==> src/rtl/div_seq_unit.sv <==
// Multicycle 32-bit restoring divider answering the DivInit/DivStop/DivZero handshake.
// Optional DIV_UNSIGNED_EN adds a div_unsigned input selecting DIVU semantics.
module div_seq_unit #(
  parameter int unsigned WIDTH = 32
) (
  input  logic             clk,
  input  logic             reset,
  input  logic [WIDTH-1:0] a_in,
  input  logic [WIDTH-1:0] b_in,
  input  logic             div_init,
`ifdef DIV_UNSIGNED_EN
  input  logic             div_unsigned,
`endif
  output logic             div_stop,
  output logic             div_zero,
  output logic [WIDTH-1:0] hi_out,
  output logic [WIDTH-1:0] lo_out,
  output logic             busy
);

  localparam int unsigned CNT_W = $clog2(WIDTH) + 1;

  typedef enum logic [2:0] {
    IDLE,
    RUN,
    FIX,
    DONE,
    ZERO
  } state_t;

  state_t           state;
  logic [CNT_W-1:0] counter;
  logic [WIDTH-1:0] dvd;
  logic [WIDTH-1:0] dvs;
  logic [WIDTH-1:0] rem;
  logic             sign_q;
  logic             sign_r;

  logic             signed_op;
  logic             a_neg;
  logic             b_neg;
  logic [WIDTH-1:0] a_mag;
  logic [WIDTH-1:0] b_mag;
  logic [WIDTH:0]   rem_shift;
  logic [WIDTH:0]   rem_diff;
  logic             q_bit;
  logic [WIDTH-1:0] rem_step;

`ifdef DIV_UNSIGNED_EN
  assign signed_op = ~div_unsigned;
`else
  assign signed_op = 1'b1;
`endif

  // Operand magnitudes captured at start; unsigned ops pass straight through.
  always_comb begin
    a_neg = signed_op & a_in[WIDTH-1];
    b_neg = signed_op & b_in[WIDTH-1];
    a_mag = a_neg ? WIDTH'(-a_in) : a_in;
    b_mag = b_neg ? WIDTH'(-b_in) : b_in;
  end

  // One restoring step; a borrow out of the WIDTH+1 subtract means rem < divisor.
  always_comb begin
    rem_shift = {rem, dvd[WIDTH-1]};
    rem_diff  = rem_shift - {1'b0, dvs};
    q_bit     = ~rem_diff[WIDTH];
    rem_step  = q_bit ? rem_diff[WIDTH-1:0] : rem_shift[WIDTH-1:0];
  end

  always_ff @(posedge clk) begin
    if (reset) begin
      state    <= IDLE;
      counter  <= '0;
      dvd      <= '0;
      dvs      <= '0;
      rem      <= '0;
      sign_q   <= 1'b0;
      sign_r   <= 1'b0;
      div_stop <= 1'b0;
      div_zero <= 1'b0;
      hi_out   <= '0;
      lo_out   <= '0;
      busy     <= 1'b0;
    end else begin
      div_stop <= 1'b0;
      div_zero <= 1'b0;
      case (state)
        IDLE: begin
          if (div_init) begin
            dvd    <= a_mag;
            dvs    <= b_mag;
            rem    <= '0;
            sign_q <= a_neg ^ b_neg;
            sign_r <= a_neg;
            busy   <= 1'b1;
            if (b_in == '0) begin
              state    <= ZERO;
              div_stop <= 1'b1;
              div_zero <= 1'b1;
            end else begin
              state   <= RUN;
              counter <= CNT_W'(WIDTH);
            end
          end
        end
        RUN: begin
          rem     <= rem_step;
          dvd     <= {dvd[WIDTH-2:0], q_bit};
          counter <= counter - CNT_W'(1);
          if (counter == CNT_W'(1)) begin
            state <= FIX;
          end
        end
        FIX: begin
          // Truncating division: remainder follows the dividend's sign.
          lo_out   <= sign_q ? WIDTH'(-dvd) : dvd;
          hi_out   <= sign_r ? WIDTH'(-rem) : rem;
          div_stop <= 1'b1;
          state    <= DONE;
        end
        DONE: begin
          busy  <= 1'b0;
          state <= IDLE;
        end
        ZERO: begin
          busy  <= 1'b0;
          state <= IDLE;
        end
        default: begin
          busy  <= 1'b0;
          state <= IDLE;
        end
      endcase
    end
  end

endmodule

==> config.mk <==
export PLATFORM = sky130hd
export DESIGN_NAME = div_seq_unit
export DESIGN_NICKNAME = d
export VERILOG_FILES = /design/src/rtl/div_seq_unit.sv
export SDC_FILE = /design/constraint.sdc
export NUM_CORES = 1
export LEC_CHECK = 0
export BUFFER_PORTS_ARGS = -buffer_cell sky130_fd_sc_hd__buf_4
export CAP_MARGIN = 30
export CORE_MARGIN = 4
export CORE_UTILIZATION = 50
export DETAILED_ROUTE_END_ITERATION = 12
export GPL_TIMING_DRIVEN = 1
export PLACE_DENSITY_LB_ADDON = 0.2
export SLEW_MARGIN = 20
export SYNTH_ARGS = -nofsm -noshare
export SYNTH_HDL_FRONTEND = slang
export SYNTH_SLANG_ARGS = --single-unit
==> constraint.sdc <==
create_clock -name clk -period 6.1 [get_ports clk]
set_input_delay 0.915 -clock clk [delete_from_list [all_inputs] [get_ports clk]]
set_output_delay 0.915 -clock clk [all_outputs]
set_load 0.005 [all_outputs]
==> results of run 1 <==
## stage by stage
step                instance area (um2)  utilization
finish                            12400        0.591
global route                      12400        0.591
CTS                               12400        0.590
detailed placement                11800        0.561
global placement                  11800        0.561
floorplan                         10600            -
## final cells by class
| class | count | area (um2) |
|---|---|---|
| clock inverters | 14 | 174 |
| well taps | 275 | 344 |
| repair buffers | 143 | 1090 |
| clock buffers | 18 | 429 |
| flip-flops and latches | 174 | 3480 |
| fillers | 2020 | 8570 |
| multi-input cells | 1042 | 6670 |
| inverters | 53 | 199 |
## power groups by stage
stage	Combinational [W]	Sequential [W]	Clock [W]
floorplan	0.00172	0.00137	0
global placement	0.00214	0.00143	0
detailed placement	0.00217	0.00144	0
CTS	0.00218	0.00141	0.00115
global route	0.00244	0.00143	0.00120
finish	0.00221	0.00141	0.00113
## sequential cells by signal (all words and copies together) (netlist names)
| register | count |
|---|---|
| div_zero | 1 |
| hi_out | 32 |
| state | 3 |
| sign_r | 1 |
| dvs | 32 |
| sign_q | 1 |
| div_stop | 1 |
| counter | 6 |
| busy | 1 |
| dvd | 32 |
| rem | 32 |
| lo_out | 32 |
## metal layers
metal,vias up,global-route usage,part of all wire
met3,24,0.0301,0.053
met4,0,0.0521,0.014
li1,5028,-,-
met5,-,0,0
met2,262,0.328,0.41
met1,4441,0.362,0.52
## cell usage in the layout, fill, tap and decap left out, types with 4 or more instances in the layout
| master | count |
|---|---|
| dfxtp_1 | 174 |
| nor2_1 | 142 |
| buf_4 | 141 |
| nand2_1 | 137 |
| a21oi_1 | 104 |
| xor2_1 | 98 |
| a211oi_1 | 96 |
| o21ai_0 | 75 |
| inv_1 | 53 |
| xnor2_1 | 47 |
| ha_1 | 38 |
| o31ai_1 | 37 |
| a22oi_1 | 27 |
| nand3_1 | 21 |
| or3_1 | 18 |
| nor3_1 | 18 |
| clkbuf_16 | 17 |
| o41ai_1 | 15 |
| or4_1 | 14 |
| mux2i_1 | 13 |
| nand2b_1 | 13 |
| a21o_1 | 12 |
| nor2b_1 | 9 |
| nor4_1 | 8 |
| or2_2 | 7 |
| a32oi_1 | 7 |
| and2_1 | 6 |
| and3_1 | 6 |
| a31oi_1 | 5 |
| inv_6 | 5 |
| a221oi_1 | 4 |
| nand4_1 | 4 |
| nor3b_1 | 4 |
## kinds of logic after synthesis
family                     Yosys count
and+or+nand+nor                    428
buffers and inverters              135
muxes                               13
xor gates and xnor gates           145
AOI/OAI and AO/OA                  417
DFF                                174
adders and majority gates           39
## worst max-delay path: stages, from the launching register on
cell and delay (ns):
dfxtp_1 0.40, inv_1 0.07, ha_1 0.22, fa_1 0.39, nand2b_1 0.19, a21o_1 0.20
a211oi_1 0.36, a21oi_1 0.20, a21o_1 0.24, a311oi_4 0.50, buf_4 0.51, mux2i_1 0.24
o21ai_0 0.09
## how the worst max path moves through the flow
| stage | start | end | slack [ns] |
|---|---|---|---|
| final | dvd[31]$_SDFFE_PP0P_ | rem[17]$_SDFFE_PP0P_ | 2.33 |
| after global routing | dvd[31]$_SDFFE_PP0P_ | rem[9]$_SDFFE_PP0P_ | 2.02 |
| after global placement | b_in[7] | dvs[27]$_SDFFE_PP0P_ | 2.17 |
| after CTS | dvd[31]$_SDFFE_PP0P_ | rem[25]$_SDFFE_PP0P_ | 2.33 |
| after detailed placement | b_in[7] | dvs[26]$_SDFFE_PP0P_ | 2.08 |
| after floorplan | b_in[7] | dvs[27]$_SDFFE_PP0P_ | 2.43 |
==> impl_results.md, run 1 <==
* Outcome: complete, no violations
* Worst endpoint required time at approximately 6.4 ns
* Cell area after synthesis at approximately 0.011 mm2
* Die W at between 150 and 200 um
* Int Power at roughly 0.0028 W
* Worst Setup Slack, final at about 2.3 ns
* Number of synthesized register bits at between 150 and 200
* Reg clk slew, reported paths at approximately 0.07 ns
* Seq/Total Area, Yosys at 0.328
* CTS tree: yes
* Gate power share at 0.465
* First-pass GRT wire length at around 46 mm
* Crit path launch type: register
* Final WL at between 20 and 30 mm
* Vias per Instance at 5.67
* DR iter-0 viols at a little over 800
* Clock power frac at 0.238
* Setup-failing EPs final at 0
* Period utilization at 0.619
* Sw Pwr at about 0.002 W
* Clk_skew at around 0.0099 ns
* RR Startpoint: dvd[31]$_SDFFE_PP0P_
* Layout cell share with drive strength beyond 1 at 0.135
* Vias in the first global route at between 8000 and 9000
* Tot Pwr at about 0.0047 W
* CORE AREA at between 0.02 and 0.025 mm2
* # clock sinks at 174
* Post-synth EDFFs at 0
* Largest net degree at the start of global routing at 103
* Hold slack at about 0.46 ns
* DIE AREA at between 0.02 and 0.025 mm2
* Crit Path Class: register to register
* Placed Cells incl. Taps at 1685
* Post-route minimum period at 3.77 ns
* Final non-filler cell total at 1719
* Top-count cell post-synth: dfxtp_1
* Cts hold-fix bufs at 0
* Placer Congestion at ~0.91
* Die Ht at roughly 150 um
* Leakage at 4.93 nW
* Vias at about 10000
* Syn_nets at ~1500
* Switching share of power at 0.418
* Worst skew pair latency at about 0.43 ns
* Sequential share of power at 0.297
* Pre-antenna DRT Iters at 5
* Asr flop ratio synth at 0
* Critical path endpoint category: register
* Max Slew Vio Count at 0
* Yosys cell types at between 50 and 60
* F_max at between 200 and 300 MHz
* Mux cell area share after synthesis at 0.0122
* Post_cts resized at 0
* Area leader, netlist: dfxtp_1
* Max cap viols at 0
* Hold wc startpoint: lo_out[27]$_SDFFE_PP0P_
* GRT overflow at 0
* RSZ-0062 raised after global routing: false
* Clock root cell: clkbuf_16
* # IOs at ~130
* Worst slew margin at 0.368
* Hold path depth at 2
* Post-route ant nets at 0
* Gr usage total at 0.229
* Proportion of netlist area held by the largest area contributor at 0.328
* Syn_area_per_cell at ~8 um2
* Simple-gate share of the synthesized area at 0.187
* Place WS at between 2 and 2.5 ns
* Primary FF master, synth: dfxtp_1
* # rows at between 50 and 60
* # diodes at 0
* Largest family of logic cells by synthesized area: compound AO/OA/AOI/OAI gates
* Synth Instances at approximately 1400
* Adder-cell share of the synthesized area at 0.0466
* WL per Instance at 15.9 um
* Net count, final at 1537
* Fin Setup TNS at 0 ns
* DRC viols at 0
* Htree depth at 4
* IO buf count at ~130
* Yosys warning count at 0
* Initial antenna violation count at 0
* Starting Density at 0.508
* Worst R2R Path Depth at 12
* Post-CTS Setup Bufs at 0
* XOR/XNOR share of the synthesized area at 0.119
* Peak supply drop at 345 uV
* Syn-to-layout area delta at 16.5%
* Worst Path Arrival at around 4.1 ns
* Hold Vio Cnt, Final at 0
* R2r endpoint: rem[17]$_SDFFE_PP0P_
* HP Class: register to register
* Pwr Density at about 380 mW/mm2
* Dominant cells by area after synthesis: dfxtp_1 33%, xor2_1 8.1%, a211oi_1 6.8%
* Flop2flop setup slack at roughly 2.3 ns
* Post-synthesis compound-gate area fraction at 0.259
* Crit-path max FO at 45
* Slew @ Worst Pin at approximately 0.95 ns
* CTS Buf Count at 17
* Dpl hpwl at about 20 mm
* Post-synth top cells: 174 x dfxtp_1, 143 x nor2_1, 137 x nand2_1
* Worst hold endpoint: lo_out[27]$_SDFFE_PP0P_
* Max Root-Sink Buffers at 2
Note: power is estimated with default switching activity, not from simulation.
==> inputs of run 2 (changes only) <==
--- a/config.mk
+++ b/config.mk
@@ -5,6 +5,7 @@
 export SDC_FILE = /design/constraint.sdc
 export NUM_CORES = 1
 export LEC_CHECK = 0
+export ABC_AREA = 1
 export BUFFER_PORTS_ARGS = -buffer_cell sky130_fd_sc_hd__buf_4
 export CAP_MARGIN = 30
 export CORE_MARGIN = 4
==> constraint.sdc (replaced) <==
create_clock -name clk -period 3.7 [get_ports clk]
set_input_delay 0.555 -clock clk [delete_from_list [all_inputs] [get_ports clk]]
set_output_delay 0.555 -clock clk [all_outputs]
set_load 0.005 [all_outputs]
==> run 2 against run 1 <==
  * Design area is 17% higher
  * Non-clock buffer count is 1 lower
  * Fmax is 43% higher
  * Sequential share of layout area is 4.1 points lower
  * Critical path depth is 4 higher
  * Via count is 39% higher
  * Utilization is 1.4 points lower
  * Worst setup slack worse by 1.3 ns
  * Clock skew is 0.0040 ns higher
  * Combinational power is 130% higher
  * Die area is 18% higher
  * Register-to-register slack worse by 1.3 ns
  * Critical endpoint is now rem[20]$_SDFFE_PP0P_
==> impl_results.md, run 2 <==
* Outcome: complete, no violations (unchanged)
* Layout cell share with drive strength beyond 1 at 0.109 (was 0.135)
* Post-route ant nets at 0 (unchanged)
* HP Class: input pin to register (was register to register)
* Seq/Total Area, Yosys at 0.274 (was 0.328)
* # clock sinks at 174 (unchanged)
* Place WS at 1.12 ns (was 2.08 ns)
* F_max at 378 MHz (was 265 MHz)
* Vias at 13600 (was 9755)
* Pre-antenna DRT Iters at 6 (was 5)
* Htree depth at 4 (unchanged)
* Crit path largest cell delay at 0.41 ns (was 0.51 ns)
* Starting Density at 0.506 (was 0.508)
* Crit-path max FO at 27 (was 45)
* Final WL at 41.2 mm (was 27.3 mm)
* Proportion of netlist area held by the largest area contributor at 0.274 (was 0.328)
* Post_cts resized at 0 (unchanged)
* Commonest non-fill, non-tap cell in the layout: nand2_1 (was dfxtp_1)
* Clock root cell: clkbuf_16 (unchanged)
* Max Root-Sink Buffers at 2 (unchanged)
* Area leader, netlist: dfxtp_1 (unchanged)
* Peak supply drop at 433 uV (was 345 uV)
* Simple-gate share of the synthesized area at 0.346 (was 0.187)
* Post-synthesis compound-gate area fraction at 0.165 (was 0.259)
* Number of synthesized register bits at 174 (unchanged)
* Dpl hpwl at 32.3 mm (was 20.4 mm)
* Leakage at 7.23 nW (was 4.93 nW)
* Cts hold-fix bufs at 0 (unchanged)
* Crit-path cells: inv_1 -> ha_1 -> fa_1 -> inv_1 -> nand2_1 -> nand2_1 -> nand3_1 -> nand2_2 -> nand2_2 -> nand2_4 -> nand2_4 -> nand3_4 -> nand2_8 -> nand2_1 -> nand3_1 -> a21oi_1 (was inv_1 -> ha_1 -> fa_1 -> nand2b_1 -> a21o_1 -> a211oi_1 -> a21oi_1 -> a21o_1 -> a311oi_4 -> buf_4 -> mux2i_1 -> o21ai_0)
* Largest net degree at the start of global routing at 75 (was 103)
* Die W at 167 um (was 154 um)
* Placed Cells incl. Taps at 2491 (was 1685)
* Cell area after synthesis at 0.0127 mm2 (was 0.0106 mm2)
* Placed cell areas at 0.0139 mm2 (was 0.0118 mm2)
* Post-synth EDFFs at 0 (unchanged)
* RSZ-0062 raised after global routing: false (unchanged)
* Commonest cells after routing, fill and taps aside: 545 x nand2_1, 308 x inv_1, 205 x nor2_1 (was 174 x dfxtp_1, 142 x nor2_1, 141 x buf_4)
* Tot Pwr at 0.00949 W (was 0.00475 W)
* Post-synth top cells: 545 x nand2_1, 310 x inv_1, 205 x nor2_1 (was 174 x dfxtp_1, 143 x nor2_1, 137 x nand2_1)
* Initial antenna violation count at 0 (unchanged)
* Net count, final at 2286 (was 1537)
* Max cap viols at 0 (unchanged)
* Post-CTS Setup Bufs at 0 (unchanged)
* CTS tree: yes (unchanged)
* Synth Instances at 2095 (was 1351)
* Crit Path Class: register to register (unchanged)
* Syn_area_per_cell at 6.07 um2 (was 7.87 um2)
* Post-route minimum period at 2.65 ns (was 3.77 ns)
* Worst Path Arrival at 2.99 ns (was 4.05 ns)
* Die Ht at 167 um (was 154 um)
* # IOs at 134 (unchanged)
* Dominant cells by area after synthesis: dfxtp_1 27%, nand2_1 16%, inv_1 9.2% (was dfxtp_1 33%, xor2_1 8.1%, a211oi_1 6.8%)
* Yosys cell types at 50 (was 59)
* Hold Vio Cnt, Final at 0 (unchanged)
* DR iter-0 viols at 1459 (was 815)
* WL per Instance at 16.3 um (was 15.9 um)
* Worst skew pair latency at 0.43 ns (about the same)
* Final non-filler cell total at 2523 (was 1719)
* GRT overflow at 0 (unchanged)
* Primary FF master, synth: dfxtp_1 (unchanged)
* Largest family of logic cells by synthesized area: simple AND/OR/NAND/NOR gates (was compound AO/OA/AOI/OAI gates)
* CORE AREA at 0.0251 mm2 (was 0.0210 mm2)
* CP most frequent cell: nand2_1 (was a21o_1)
* Vias per Instance at 5.39 (was 5.67)
* Worst endpoint required time at 4.05 ns (was 6.38 ns)
* Reg clk slew, reported paths at 0.07 ns (about the same)
* IO buf count at 133 (unchanged)
* CTS Buf Count at 17 (unchanged)
* Placer Congestion at 1.03 (was 0.914)
* Syn_nets at 2201 (was 1457)
* Slew @ Worst Pin at 0.898 ns (was 0.948 ns)
* Top-count cell post-synth: nand2_1 (was dfxtp_1)
* Worst slew margin at 0.401 (was 0.368)
* Yosys warning count at 0 (unchanged)
* Post-route cell area at 0.0145 mm2 (was 0.0124 mm2)
* DRC viols at 0 (unchanged)
* Setup-failing EPs final at 0 (unchanged)
* Slowest CP cell: fa_1 (was buf_4)
* Fin Setup TNS at 0 ns (unchanged)
* Gr usage total at 0.284 (was 0.229)
* XOR/XNOR share of the synthesized area at 0.0537 (was 0.119)
* Adder-cell share of the synthesized area at 0.0390 (was 0.0466)
* Critical path endpoint category: register (unchanged)
* Mux cell area share after synthesis at 0 (was 0.0122)
* Asr flop ratio synth at 0 (unchanged)
* Clk_skew at 0.0139 ns (was 0.00989 ns)
* Max Slew Vio Count at 0 (unchanged)
* DIE AREA at 0.0280 mm2 (was 0.0237 mm2)
* Syn-to-layout area delta at 14.0% (was 16.5%)
* # rows at 58 (was 53)
* Pwr Density at 655 mW/mm2 (was 383 mW/mm2)
* # diodes at 0 (unchanged)
* Period utilization at 0.715 (was 0.619)
* Worst Setup Slack, final at 1.05 ns (was 2.33 ns)
* Crit path launch type: register (unchanged)
* First-pass GRT wire length at 65.0 mm (was 45.6 mm)
* Vias in the first global route at 12300 (was 8975)
-- run 2: cell count changes after synthesis, sizes merged, moves of 60 or more --
cell / change
nand2: +422
nor2: +65
inv: +274
o21ai: +60
nand3: +153
a211oi: -96
-- run 2: cells by family after synthesis --
logic type      Yosys count
compound gates          374
xor+xnor                 78
fa+ha+maj                39
buf+inv                 403
flops                   174
simple gates           1027
-- run 2: worst paths after layout --
| check | from | endpoint | slack, ns | cells past startpoint |
|---|---|---|---|---|
| hold / removal | a_in[30] | dvd[30]$_SDFFE_PP0P_ | 0.36 | 3 |
| hold reg to reg | counter[1]$_SDFFE_PP0P_ | counter[1]$_SDFFE_PP0P_ | 0.49 | 2 |
| setup reg to reg | dvd[31]$_SDFFE_PP0P_ | rem[20]$_SDFFE_PP0P_ | 1.05 | 16 |
| setup / recovery | dvd[31]$_SDFFE_PP0P_ | rem[20]$_SDFFE_PP0P_ | 1.05 | 16 |
-- run 2: where the power goes --
part,internal [W],switching [W],leakage (nW),total [W]
combinational,0.00172,0.00347,5.52,0.00519
sequential,0.00219,0.000284,1.42,0.00247
clock,0.000967,0.000861,0.290,0.00183
total,0.00488,0.00461,7.23,0.00949
-- run 2: through the flow --
| step | util | hold WS [ns] |
|---|---|---|
| floorplan | - | 0.435 |
| global placement | 0.554 | 0.463 |
| detailed placement | 0.554 | 0.477 |
| CTS | 0.577 | 0.351 |
| global route | 0.577 | 0.358 |
| finish | 0.577 | 0.363 |
-- run 2: layer usage --
layer / vias up / wire length (um) / track usage / share of wire
li1: 6911 / - / - / -
met1: 6122 / 19000 / 0.409 / 0.46
met2: 506 / 18400 / 0.450 / 0.45
met3: 64 / 2900 / 0.0399 / 0.070
met4: 0 / 902 / 0.0692 / 0.022
met5: - / 0 / 0 / 0
-- run 2: cell type report --
cell class | count | area [um2]
Multi-Input combinational cell | 1518 | 7680
Fill cell | 2566 | 10600
Clock buffer | 17 | 425
Tap cell | 330 | 413
Inverter | 327 | 1230
Clock inverter | 15 | 169
Timing Repair Buffer | 142 | 1090
Sequential cell | 174 | 3480
-- run 2: critical path: cells and delay by family, from the launching register on --
kind | cells | cell delay [ns]
AND/OR/NAND/NOR | 11 | 1.18
flip-flops | 1 | 0.32
AO/OA/AOI/OAI | 1 | 0.13
buffers and inverters | 2 | 0.23
adder cells (fa/ha/maj) | 2 | 0.69
==> inputs of run 3 (changes only) <==
==> constraint.sdc (replaced) <==
create_clock -name clk -period 2.3 [get_ports clk]
set_input_delay 0.345 -clock clk [delete_from_list [all_inputs] [get_ports clk]]
set_output_delay 0.345 -clock clk [all_outputs]
set_load 0.005 [all_outputs]
==> run 3 against run 2 <==
  * Clock power increased by 59%
  * Sequential cell count unchanged
  * Global-route usage is 0.74 points higher
  * Non-clock buffer count is 86 higher
  * Utilization increased by 5.5 points
  * Critical path type unchanged
  * Routed wire length is 4.9% higher
  * Cell count rose by 3.4%
  * Register-to-register slack worse by 1.0 ns
  * Power grew 83%
==> impl_results.md, run 3 (synthesis gave the netlist of run 2 again) <==
* Outcome: complete, no violations (unchanged)
* Starting Density at 0.506 (unchanged)
* GRT overflow at 0 (unchanged)
* Worst hold endpoint: dvs[10]$_SDFFE_PP0P_ (was dvd[30]$_SDFFE_PP0P_)
* Syn-to-layout area delta at 24.9% (was 14.0%)
* Placed cell areas at 0.0145 mm2 (was 0.0139 mm2)
* Place WS at -0.0393 ns (was 1.12 ns)
* Flop2flop setup slack at 0.03 ns (was 1.05 ns)
* Initial antenna violation count at 0 (unchanged)
* Commonest cells after routing, fill and taps aside: 522 x nand2_1, 291 x inv_1, 216 x buf_4 (was 545 x nand2_1, 308 x inv_1, 205 x nor2_1)
* Layout cell share with drive strength beyond 1 at 0.202 (was 0.109)
* Worst skew pair latency at 0.44 ns (was 0.43 ns)
* Crit path launch type: register (unchanged)
* Die W at 167 um (unchanged)
* Max cap viols at 0 (unchanged)
* Net count, final at 2374 (was 2286)
* Worst endpoint required time at 2.62 ns (was 4.05 ns)
* CTS Buf Count at 17 (unchanged)
* Placer Congestion at 0.969 (was 1.03)
* F_max at 441 MHz (was 378 MHz)
* Die Ht at 167 um (unchanged)
* Commonest non-fill, non-tap cell in the layout: nand2_1 (unchanged)
* # diodes at 0 (unchanged)
* Fin Setup TNS at 0 ns (unchanged)
* Max Root-Sink Buffers at 2 (unchanged)
* Gr usage total at 0.291 (was 0.284)
* Final WL at 43.2 mm (was 41.2 mm)
* Clk_skew at 0.0152 ns (was 0.0139 ns)
* Pre-antenna DRT Iters at 5 (was 6)
* HP Class: input pin to register (unchanged)
* RSZ-0062 raised after global routing: true (was false)
* Dpl hpwl at 33.5 mm (was 32.3 mm)
* Hold Vio Cnt, Final at 0 (unchanged)
* Worst Setup Slack, final at 0.0327 ns (was 1.05 ns)
* Setup-failing EPs final at 0 (unchanged)
* WL per Instance at 16.6 um (was 16.3 um)
* CP startpoint: dvs[0]$_SDFFE_PP0P_ (was dvd[31]$_SDFFE_PP0P_)
* Filler cell count at 2369 (was 2566)
* RR Startpoint: dvs[0]$_SDFFE_PP0P_ (was dvd[31]$_SDFFE_PP0P_)
* Tot Pwr at 0.0173 W (was 0.00949 W)
* Reg clk slew, reported paths at 0.08 ns (was 0.07 ns)
* Critical path endpoint category: register (unchanged)
* R2r endpoint: rem[13]$_SDFFE_PP0P_ (was rem[20]$_SDFFE_PP0P_)
* First-pass GRT wire length at 66.6 mm (was 65.0 mm)
* Hold path depth at 3 (unchanged)
* DRC viols at 0 (unchanged)
* Period utilization at 0.986 (was 0.715)
* Slew @ Worst Pin at 0.560 ns (was 0.898 ns)
* IO buf count at 133 (unchanged)
* Vias in the first global route at 12700 (was 12300)
* CTS tree: yes (unchanged)
* Crit Path Class: register to register (unchanged)
* Crit-path max FO at 8 (was 27)
* Pwr Density at 1090 mW/mm2 (was 655 mW/mm2)
* Vias per Instance at 5.39 (about the same)
* Worst slew margin at 0.626 (was 0.401)
* Hold wc startpoint: b_in[10] (was a_in[30])
* Vias at 14100 (was 13600)
* CORE AREA at 0.0251 mm2 (unchanged)
* Leakage at 7.83 nW (was 7.23 nW)
* Layout Utilization at 0.633 (was 0.577)
* Post-route ant nets at 0 (unchanged)
* DIE AREA at 0.0280 mm2 (unchanged)
* # IOs at 134 (unchanged)
* Worst R2R Path Depth at 15 (was 16)
* Peak supply drop at 895 uV (was 433 uV)
* # rows at 58 (unchanged)
* Post-route minimum period at 2.27 ns (was 2.65 ns)
* Post-route cell area at 0.0159 mm2 (was 0.0145 mm2)
* DR iter-0 viols at 1287 (was 1459)
* Worst Path Arrival at 2.58 ns (was 2.99 ns)
* Largest net degree at the start of global routing at 71 (was 75)
* # clock sinks at 174 (unchanged)
* Max Slew Vio Count at 0 (unchanged)
* Clock root cell: clkbuf_16 (unchanged)
* Htree depth at 4 (unchanged)
-- run 3: changes by cell type in the layout (fill, tap and decap cells not counted), sizes merged --
cell | before | now
inv | 335 | 336
clkinv | 5 | 2
nand2 | 559 | 561
clkinvlp | 1 | 2
buf | 142 | 226
clkbuf | 17 | 19
-- run 3: report_power, final --
part	leakage (nW)	switching (W)	internal [W]
Sequential	1.44	0.000445	0.00354
Combinational	6.12	0.00636	0.00407
Clock	0.278	0.00138	0.00153
Total	7.83	0.00819	0.00914
-- run 3: worst max-delay path: stages (launching register included) --
cell and delay [ns]:
dfxtp_1 0.35, ha_4 0.19, fa_2 0.36, inv_2 0.08, nand2_2 0.05, nand2_2 0.06, nand3_2 0.06, nand2_2 0.07
nand2_2 0.06, nand2_4 0.08, nand2_4 0.07, nand3_4 0.24, clkbuf_16 0.23, nand3_1 0.08, nand3_1 0.10, a21oi_2 0.05
-- run 3: routing by layer --
metal	track usage	part of all wire	vias to the layer above	wire length [um]
li1	-	-	7081	-
met1	0.401	0.45	6417	19600
met2	0.475	0.45	486	19600
met3	0.0472	0.064	76	2760
met4	0.0790	0.028	0	1220
met5	0	0	-	0
-- run 3: final cells by class --
cell class,instances,area [um2],area share
sequential,174,3520,0.222
timing repair buffer,228,1840,0.116
tap,330,413,0.0260
multi-input combinational,1520,8310,0.523
inverter,327,1230,0.0775
clock buffer,17,425,0.0268
clock inverter,14,145,0.00914
-- run 3: worst max path at each step --
stage | to | slack, ns | depth (start not counted)
finish | rem[13]$_SDFFE_PP0P_ | 0.03 | 15
global route | rem[9]$_SDFFE_PP0P_ | -0.06 | 16
CTS | rem[29]$_SDFFE_PP0P_ | 0.006 | 15
detailed placement | rem[17]$_SDFFE_PP0P_ | -0.04 | 16
global placement | dvd[22]$_SDFFE_PP0P_ | 0.01 | 12
floorplan | rem[14]$_SDFFE_PP0P_ | 0.12 | 18
-- run 3: metrics by stage --
| step | hold WS, ns | cells |
|---|---|---|
| finish | 0.198 | 2610 |
| global placement | 0.460 | 2565 |
| detailed placement | 0.458 | 2565 |
| floorplan | 0.435 | 2095 |
| CTS | 0.179 | 2596 |
| global route | 0.211 | 2610 |
-- run 3: what timing repair did --
action                                  in CTS  in global routing
gates cloned                                 0                  4
pin swaps                                    0                 44
hold endpoints to repair                     0                  0
hold buffers                                 0                  0
buffers inserted                             0                 10
gates resized for setup                      3                159
endpoints found under the setup margin      17                 44
